--- src/rtl/param_updown_counter.sv ---
// Parametrised synchronous up/down counter: programmable modulus, parallel load,
// count enable, and wrap-or-saturate behaviour at the ends of the range.
module param_updown_counter #(
    parameter int     WIDTH     = 4,
    parameter longint MODULUS   = 16,
    parameter int     SATURATE  = 0,
    parameter longint RESET_VAL = 0
) (
    input  logic             clk,
    input  logic             reset,
    input  logic             en,
    input  logic             up,
    input  logic             load,
    input  logic [WIDTH-1:0] load_val,
    output logic [WIDTH-1:0] q,
    output logic             tc,
    output logic             wrap,
    output logic             sat
);

    // Top of range held in WIDTH+1 bits so MODULUS == 2**WIDTH cannot alias to zero.
    localparam logic [WIDTH:0]   MAX_EXT = (WIDTH+1)'(MODULUS - 1);
    localparam logic [WIDTH-1:0] MAX_Q   = MAX_EXT[WIDTH-1:0];
    localparam logic [WIDTH-1:0] RST_Q   = WIDTH'(RESET_VAL);
    localparam bit               SAT_EN  = (SATURATE != 0);

    logic [WIDTH-1:0] q_q, q_d;
    logic             wrap_q, wrap_d;
    logic             sat_q, sat_d;

    logic at_max;
    logic at_zero;
    logic at_end;

    assign at_max  = ({1'b0, q_q} == MAX_EXT);
    assign at_zero = (q_q == '0);
    assign at_end  = up ? at_max : at_zero;

    always_comb begin
        q_d    = q_q;
        wrap_d = 1'b0;
        sat_d  = sat_q;
        if (reset) begin
            q_d   = RST_Q;
            sat_d = 1'b0;
        end else if (load) begin
            q_d   = ({1'b0, load_val} > MAX_EXT) ? MAX_Q : load_val;
            sat_d = 1'b0;
        end else if (en) begin
            if (at_end) begin
                wrap_d = 1'b1;
                if (SAT_EN) begin
                    sat_d = 1'b1;
                end else begin
                    q_d = up ? '0 : MAX_Q;
                end
            end else begin
                q_d   = up ? q_q + 1'b1 : q_q - 1'b1;
                sat_d = 1'b0;
            end
        end
    end

    always_ff @(posedge clk) begin
        q_q    <= q_d;
        wrap_q <= wrap_d;
        sat_q  <= sat_d;
    end

    assign q    = q_q;
    assign wrap = wrap_q;
    assign sat  = SAT_EN && sat_q;
    assign tc   = !reset && at_end;

endmodule

--- config.mk ---
export PLATFORM = sky130hd
export DESIGN_NAME = param_updown_counter
export DESIGN_NICKNAME = d
export VERILOG_FILES = /design/src/rtl/param_updown_counter.sv
export SDC_FILE = /design/constraint.sdc
export NUM_CORES = 1
export LEC_CHECK = 0
export CAP_MARGIN = 20
export CELL_PAD_IN_SITES_DETAIL_PLACEMENT = 1
export CELL_PAD_IN_SITES_GLOBAL_PLACEMENT = 1
export CORE_MARGIN = 2
export CORE_UTILIZATION = 24
export DETAILED_ROUTE_END_ITERATION = 10
export PLACE_DENSITY = 0.79
export SLEW_MARGIN = 0
export SYNTH_ARGS = -nofsm -noshare
export SYNTH_HDL_FRONTEND = slang
export SYNTH_SLANG_ARGS = --single-unit
--- constraint.sdc ---
create_clock -name clk -period 1.4 [get_ports clk]
set_input_delay 0.35 -clock clk [delete_from_list [all_inputs] [get_ports clk]]
set_output_delay 0.35 -clock clk [all_outputs]
set_load 0.01 [all_outputs]
# [Yosys cells after proc, flatten, opt, wreduce, memory -nomap -nowiden]
# Cells that the tools add are included.
[totals] ff_bits=5 input_bits=9 output_inout_bits=7
[classes] addsub=2 n_eq_ne=1 n_mux=7 n_bitwise=1 n_reduce_logical=5
[op_table] cell="$mux W4" n=5
[op_table] cell="$add A4 B1 Y4 const B" n=1
[op_table] cell="$eq A4 B4 Y1 const B" n=1
[op_table] cell="$logic_not A4 Y1" n=1
[op_table] cell="$sub A4 B1 Y4 const B" n=1
[op_table] cell="$reduce_or A3 Y1" n=1
[op_table] cell="$mux W1" n=2
[op_table] cell="$reduce_bool A2 Y1" n=1
[op_table] cell="$logic_and A1 B1 Y1" n=1
[op_table] cell="$logic_not A1 Y1" n=1
[op_table] cell="$not A1 Y1" n=1

# [Depth between registers and ports, before layout]
# Gate-level depths: netlist (run 1).
[depth] ltp_word=5 mapped_depth=6 mapped_depth_nobuf=6

# [Least setup slack after synthesis (run 1)]
# OpenSTA, ideal clock, no wires.
[synth_path] path_kind="reg-to-output" startpoint="register q_q[1], in the netlist q[1]" endpoint="output port tc" t_arrival_ns=1.289 setup_slack_ns=-0.239 path_stages_with_launch=5 path_cell_list="dfxtp_1 -> or4_4 -> nor2_4 -> inv_2 -> a21oi_1"
[synth_via] elab_chain_len=3
[synth_rtl] element="start: declaration" line="27" text="logic [WIDTH-1:0] q_q, q_d;"
[synth_rtl] element="start signal: assignment" line="65" text="q_q <= q_d;"
[synth_rtl] element="$eq A4 B4 Y1 or $logic_not A4 Y1 (tied branches)" line="35, 36"
[synth_rtl] element="$mux W1 *" line="37" text="assign at_end = up ? at_max : at_zero;"
[synth_rtl] element="$logic_and A1 B1 Y1 *" line="73" text="assign tc = !reset && at_end;"
[synth_rtl] element="end: declaration" line="16" text="output logic tc,"
# Every way passes the cells marked *; elsewhere a longest branch is shown, timed or not.

# [Worst setup path in the final report (run 1)]
# Same ends and word-level chain as after synthesis.

==> metrics.md, run 1 <==
| Metric | Value |
|---|---|
| Synthesized cell area | 372 µm² |
| Flops & latches, synth | 5 |
| Syn_nets | 57 |
| Starting density of the core | 0.253 |
| Simple-gate share of the synthesized area | 0.256 |
| Layout filler cell count | 189 |
| Post-synth EDFFs | 0 |
| H-tree levels | 1 |
| Fin nets | between 90 and 100 |
| Dpl ws | -0.750 ns |
| CP top delay family | simple AND/OR/NAND/NOR gates |
| Top_reg_cell synth | dfxtp_1 |
| Mux cell area share after synthesis | 0 |
| Power Density | 851 nW/µm² |
| Final Critical Period | about 1.8 ns |
| GRT Max-Usage Layer | met2 |
| Number of global-route vias before repair | roughly 490 |
| First DRT Iteration DRCs | 4 |
| Initial antenna violation count | 0 |
| Clock Power Share | 0.280 |
| Crit-path slowest cell | or4_4 |
| Die width | between 40 and 50 µm |
| Logic gate share of total power | 0.432 |
| Total negative setup slack | -1.10 ns |
| Area Overhead vs Synth | 83.2% |
| Met3 usage | 0.0625 |
| Worst r2r src | q[1]$_SDFFE_PP0P_ |
| VDD IR max | 0.680 mV |
| Worst reg2reg path endpoint | wrap$_SDFF_PP0_ |
| Net Sw Power | 0.171 mW |
| CTS Buf Count | 3 |
| Clk Latency, worst-skew pair | 0.24 ns |
| Die Y | 43.4 µm |
| Hold path start | up |
| Crit Path Class | reg -> out |
| Vias per std cell | 4.70 |
| Antenna Nets Post-Route | 0 |
| DIE AREA | roughly 1900 µm² |
| Worst EP required | 1.05 ns |
| Setup crit start kind | register |
| Compound-cell area share of the yosys netlist | 0.199 |
| Share of layout cells above drive strength 1 | 0.436 |
| Worst hold stages | 4 |
| Placed cell areas | approximately 610 µm² |
| Pint | 0.408 mW |
| Switching share of total power | 0.295 |
| Worst Path Buf+Inv | 2 |
| Synth Area per Inst | 8.26 µm² |
| Count of cell types in the netlist | 27 |
| Vias after detailed routing | 442 |
| Register Area | ~100 µm² |
| Count of input and output buffers | 14 |
| Slack of the worst reg-to-reg path | -0.30 ns |
| Crit-path cells | or4_4 -> nor2_4 -> inv_2 -> a21oi_2 -> buf_2 |
| Post-Syn Instances | 45 |
| Flop pwr share | 0.288 |
| Pre-Repair DR Iteration Count | 3 |
| Final Skew | around 0.0044 ns |
| Final Hold Vio Count | 0 |
| Area occupied by multi-input gates | 263 µm² |
| Xor/xnor cell area share of the yosys netlist | 0.0943 |
| # Max-Cap Violations | 0 |
| First-pass GRT wire length | 1.97 mm |
| Total wire length | 1.14 mm |
| Pleak | 0.319 nW |
| Final setup viols | 5 |
| Setup ws final | -0.440 ns |
| HP Class | in -> reg |
| Largest family of logic cells by synthesized area | simple AND/OR/NAND/NOR gates |
| GR Util met2 | 0.269 |
| Highest clock rate | 544 MHz |
| IO Count | 16 |
| Row cnt | 14 |
| Hpwl dp | 947 µm |
| Largest stage delay on the critical path | 0.54 ns |
| Fraction of registers with async set/reset | 0 |
| Final core utilization | 0.463 |
| Post-route cell area | 681 µm² |
| Endpoint of the worst hold path | q[3]$_SDFFE_PP0P_ |
| Failing checks | negative setup slack |
| Clock Root Buffer | clkbuf_4 |
| Status | complete, but fails checks |
| Reg2reg path depth | 8 |
| Worst-path clk slew | 0.04 ns |
| Wirelength per Cell | 12.1 µm |
| Met1 GRT Util | 0.149 |
| CTS tree | built |
| Arrival time at the worst endpoint | 1.49 ns |
| RSZ-0062 raised after global routing | true |
| Clock sink total | 5 |
| Core area | 1470 µm² |
| Power Total | 0.579 mW |
| Largest net degree at the start of global routing | 7 |
| Total track usage | 0.145 |
| ANT cells | 0 |
| Adder-cell share of the synthesized area | 0.121 |
| CTS Buffer Depth | 2 |
| DR DRC count | 0 |
| Slew Limit Fails | 0 |
| Critical path peak fanout | 2 |
| CP Capture Type | output pin |
| Final period utilization | 1.31 |
| Total gr overflow | 0 |
| Synthesis warning total | 0 |
| Seq/Total Area, Yosys | 0.269 |
| Routability cong. | 0.776 |
layout make-up:
cell class	instances	area share
multi-input combinational	36	0.386
timing repair buffer	31	0.384
sequential	5	0.151
clock buffer	4	0.0386
tap	16	0.0294
inverter	2	0.0110
worst min-delay path, delay by kind of cell:
kind	cells	cell delay (ns)
xor+xnor	2	0.23
compound gates	1	0.07
buf+inv	1	0.23
worst max path at each step:
stage / startpoint / cells past startpoint / endpoint
3_5_place_dp: up / 7 / q[3]$_SDFFE_PP0P_
3_3_place_gp: up / 4 / tc
5_1_grt: q[1]$_SDFFE_PP0P_ / 5 / tc
2_1_floorplan: q[1]$_SDFFE_PP0P_ / 4 / tc
4_1_cts: q[0]$_SDFFE_PP0P_ / 5 / tc
6_report: q[1]$_SDFFE_PP0P_ / 5 / tc
kinds of logic (layout without fill, tap and decap cells):
group,count (synthesis),count (layout)
AOI/OAI and AO/OA,12,12
and+or+nand+nor,16,16
buffers and inverters,4,37
adders and majority gates,3,3
xor gates and xnor gates,4,4
other,1,1
DFF,5,5
cell usage after synthesis (all sizes together), types with 2 or more instances:
master  n  area [µm²]
o21ai   2        10.0
xnor2   2        17.5
a211oi  2        20.0
xor2    2        17.5
nor3    3        15.0
nor2    5        26.3
inv     2        7.50
dfxtp   5         100
a21oi   6        30.0
ha      2        25.0
layer usage:
| metal | routed length, µm | share of wire |
|---|---|---|
| met1 | 464 | 0.41 |
| met2 | 625 | 0.55 |
| met3 | 52 | 0.046 |
| met4 | 0 | 0 |
| met5 | 0 | 0 |
what timing repair did:
item                                    in CTS  in global routing
hold buffers                                 0                  0
buffers inserted                             5                  2
resized for setup                           22                  0
endpoints found under the setup margin      10                  5
pin swaps                                    7                  3
power by group through the flow:
stage / Combinational, mW / Sequential (mW) / Clock [mW]
floorplan: 0.0943 / 0.183 / 0
global placement: 0.220 / 0.167 / 0
detailed placement: 0.228 / 0.169 / 0
CTS: 0.243 / 0.167 / 0.170
global route: 0.276 / 0.168 / 0.182
finish: 0.250 / 0.167 / 0.162
flip-flops by register name, indices dropped and copies added, names as in the netlist:
signal,count
wrap,1
q,4
stage by stage:
stage	hold WS [ns]	std cells
final	0.704	94
after global routing	0.733	94
after CTS	0.697	92
after detailed placement	0.743	84
after global placement	0.717	84
after floorplan	0.415	45
cells in the final DEF, fill, tap and decap left out, types with 2 or more instances in the layout:
cell             count
a21oi_1              4
a21oi_2              2
buf_2                2
buf_4               15
buf_6                2
clkbuf_4             3
clkdlybuf4s50_1      7
dfxtp_1              3
dfxtp_2              2
dlygate4sd2_1        4
ha_1                 2
nor2_1               4
nor3_1               3
o21ai_1              2
xnor2_1              2
xor2_1               2
(Power assumes the default switching activity.)
==> run 2, diff against run 1 <==
CORE_MARGIN = 4   (was 2)
SKIP_CTS_REPAIR_TIMING = 1   (was not set)
==> metrics.md, run 2 (synthesized netlist as in run 1, its figures left out) <==
| Metric | Value |
|---|---|
| Total track usage | 0.134 (-0.0111) |
| Dpl ws | -0.744 ns (+0.00580 ns) |
| Failing checks | negative setup slack |
| Vias after detailed routing | 435 (-1.6%) |
| Crit Path Class | reg -> out |
| Slack of the worst reg-to-reg path | -0.11 ns (+0.19 ns) |
| Initial antenna violation count | 0 (unchanged) |
| CTS Buf Count | 3 (unchanged) |
| Placed insts | 84 (unchanged) |
| Clock sink total | 5 (unchanged) |
| Crit path from | q[1]$_SDFFE_PP0P_ |
| Final Critical Period | 1.84 ns (-0.00270 ns) |
| ANT cells | 0 (unchanged) |
| Critical path peak fanout | 2 (unchanged) |
| CTS tree | built |
| Clock Root Buffer | clkbuf_4 |
| Arrival time at the worst endpoint | 1.49 ns (about the same) |
| Setup ws final | -0.437 ns (+0.00270 ns) |
| CTS Buffer Depth | 2 (unchanged) |
| RSZ-0062 raised after global routing | true |
| H-tree levels | 1 (unchanged) |
| Final setup viols | 3 (-2) |
| Starting density of the core | 0.269 (+0.0162) |
| DR DRC count | 0 (unchanged) |
| Die width | 47.4 µm (+9.2%) |
| Pint | 0.402 mW (-1.6%) |
| Net Sw Power | 0.172 mW (+0.74%) |
| Final Hold Vio Count | 0 (unchanged) |
| Hpwl dp | 947 µm (about the same) |
| Wirelength per Cell | 12.8 µm (+5.5%) |
| Hold path start | up |
| Vias per std cell | 4.83 (+2.8%) |
| Fin nets | 88 (-3.3%) |
| Row cnt | 13 (-1) |
| Met3 usage | 0.0498 (-0.0127) |
| Pre-Repair DR Iteration Count | 1 (-2) |
| Clk Latency, worst-skew pair | 0.24 ns (about the same) |
| GRT Max-Usage Layer | met2 |
| Worst-path clk slew | 0.04 ns (about the same) |
| Area Overhead vs Synth | 84.2% |
| Slew Limit Fails | 0 (unchanged) |
| Clock Power Share | 0.287 (+0.007) |
| Max reg flops | 4 (unchanged) |
| Logic gate share of total power | 0.426 (-0.006) |
| Non-filler cells, final | 90 (-4.3%) |
| Routability cong. | 0.717 (-7.6%) |
| Most frequent cells in the layout | buf_4, clkdlybuf4s50_1, dlymetal6s2s_1 |
| CP Capture Type | output pin |
| Most common cell after layout, fill and taps aside | buf_4 |
| First DRT Iteration DRCs | 0 (-4) |
| Highest clock rate | 544 MHz (+0.15%) |
| Die Y | 47.4 µm (+9.2%) |
| Final period utilization | 1.31 (-0.00193) |
| Worst hold margin | 0.611 ns (-0.0938 ns) |
| Number of global-route vias before repair | 474 (-2.9%) |
| Total gr overflow | 0 (unchanged) |
| Setup crit start kind | register |
| Pleak | 0.360 nW (+13%) |
| Switching share of total power | 0.300 (+0.00498) |
| Largest net degree at the start of global routing | 7 (unchanged) |
| First-pass GRT wire length | 2.01 mm (+1.7%) |
| Share of layout cells above drive strength 1 | 0.413 (-0.0226) |
| DIE AREA | 2240 µm² (+19%) |
| VDD IR max | 0.331 mV (-51%) |
| Status | complete, but fails checks |
| Final Skew | 0.00215 ns (-0.00229 ns) |
| Core area | 1380 µm² (-6.0%) |
| Power Density | 838 nW/µm² (-1.5%) |
| IO Count | 16 (unchanged) |
| HP Class | in -> reg |
| Worst r2r src | q[1]$_SDFFE_PP0P_ |
| GR Util met2 | 0.206 (-0.0628) |
| # Max-Cap Violations | 0 (unchanged) |
| Total wire length | 1.15 mm (+1.1%) |
| Antenna Nets Post-Route | 0 (unchanged) |
| Worst EP required | 1.05 ns (about the same) |
| Met1 GRT Util | 0.156 (+0.00701) |
| Power Total | 0.574 mW (-0.93%) |
| Flop pwr share | 0.287 (about the same) |
| Count of input and output buffers | 14 (unchanged) |
| Total negative setup slack | -0.600 ns (+0.499 ns) |
run 2: cell types whose count changed in the layout (fill, tap and decap cells not counted), sizes merged:
| cell | previous run | this run |
|---|---|---|
| clkdlybuf4s15 | 1 | 0 |
| clkbuf | 4 | 5 |
| dlygate4sd2 | 4 | 0 |
| buf | 19 | 15 |
| dlymetal6s2s | 0 | 5 |
run 2: area by class of cell:
class                   instances  area [µm²]
inverters                       2        7.51
flip-flops and latches          5         101
clock buffers                   4        26.3
multi-input cells              36         279
well taps                      15        18.8
repair buffers                 28         251
fillers                       168         698
run 2: path summary, 6_finish.rpt:
| check | to | depth (start not counted) |
|---|---|---|
| worst min-delay path | q[3]$_SDFFE_PP0P_ | 4 |
| worst max-delay path | tc | 5 |
| worst max register to register | wrap$_SDFF_PP0_ | 6 |
| worst min register to register | q[0]$_SDFFE_PP0P_ | 5 |
run 2: stage by stage:
stage	area, µm²	utilization
floorplan	377	-
global placement	614	0.444
detailed placement	614	0.444
CTS	641	0.463
global route	684	0.495
finish	684	0.495
run 2: worst max-delay path, cell delays in order, from the launching register on:
cell and delay, ns:
dfxtp_2 0.31, or4_4 0.54, nor2_4 0.10, inv_2 0.05, a21oi_2 0.11, buf_2 0.13
run 2: routing by layer:
metal | up-vias | part of all wire
li1 | 215 | -
met1 | 198 | 0.42
met2 | 18 | 0.46
met3 | 4 | 0.081
met4 | 0 | 0.033
met5 | - | 0
run 2: power groups by stage:
stage               Sequential [mW]  Clock [mW]  Combinational [mW]
CTS                           0.165       0.180               0.231
global route                  0.167       0.180               0.273
finish                        0.165       0.165               0.244
floorplan                     0.183           0              0.0943
global placement              0.166           0               0.225
detailed placement            0.168           0               0.230
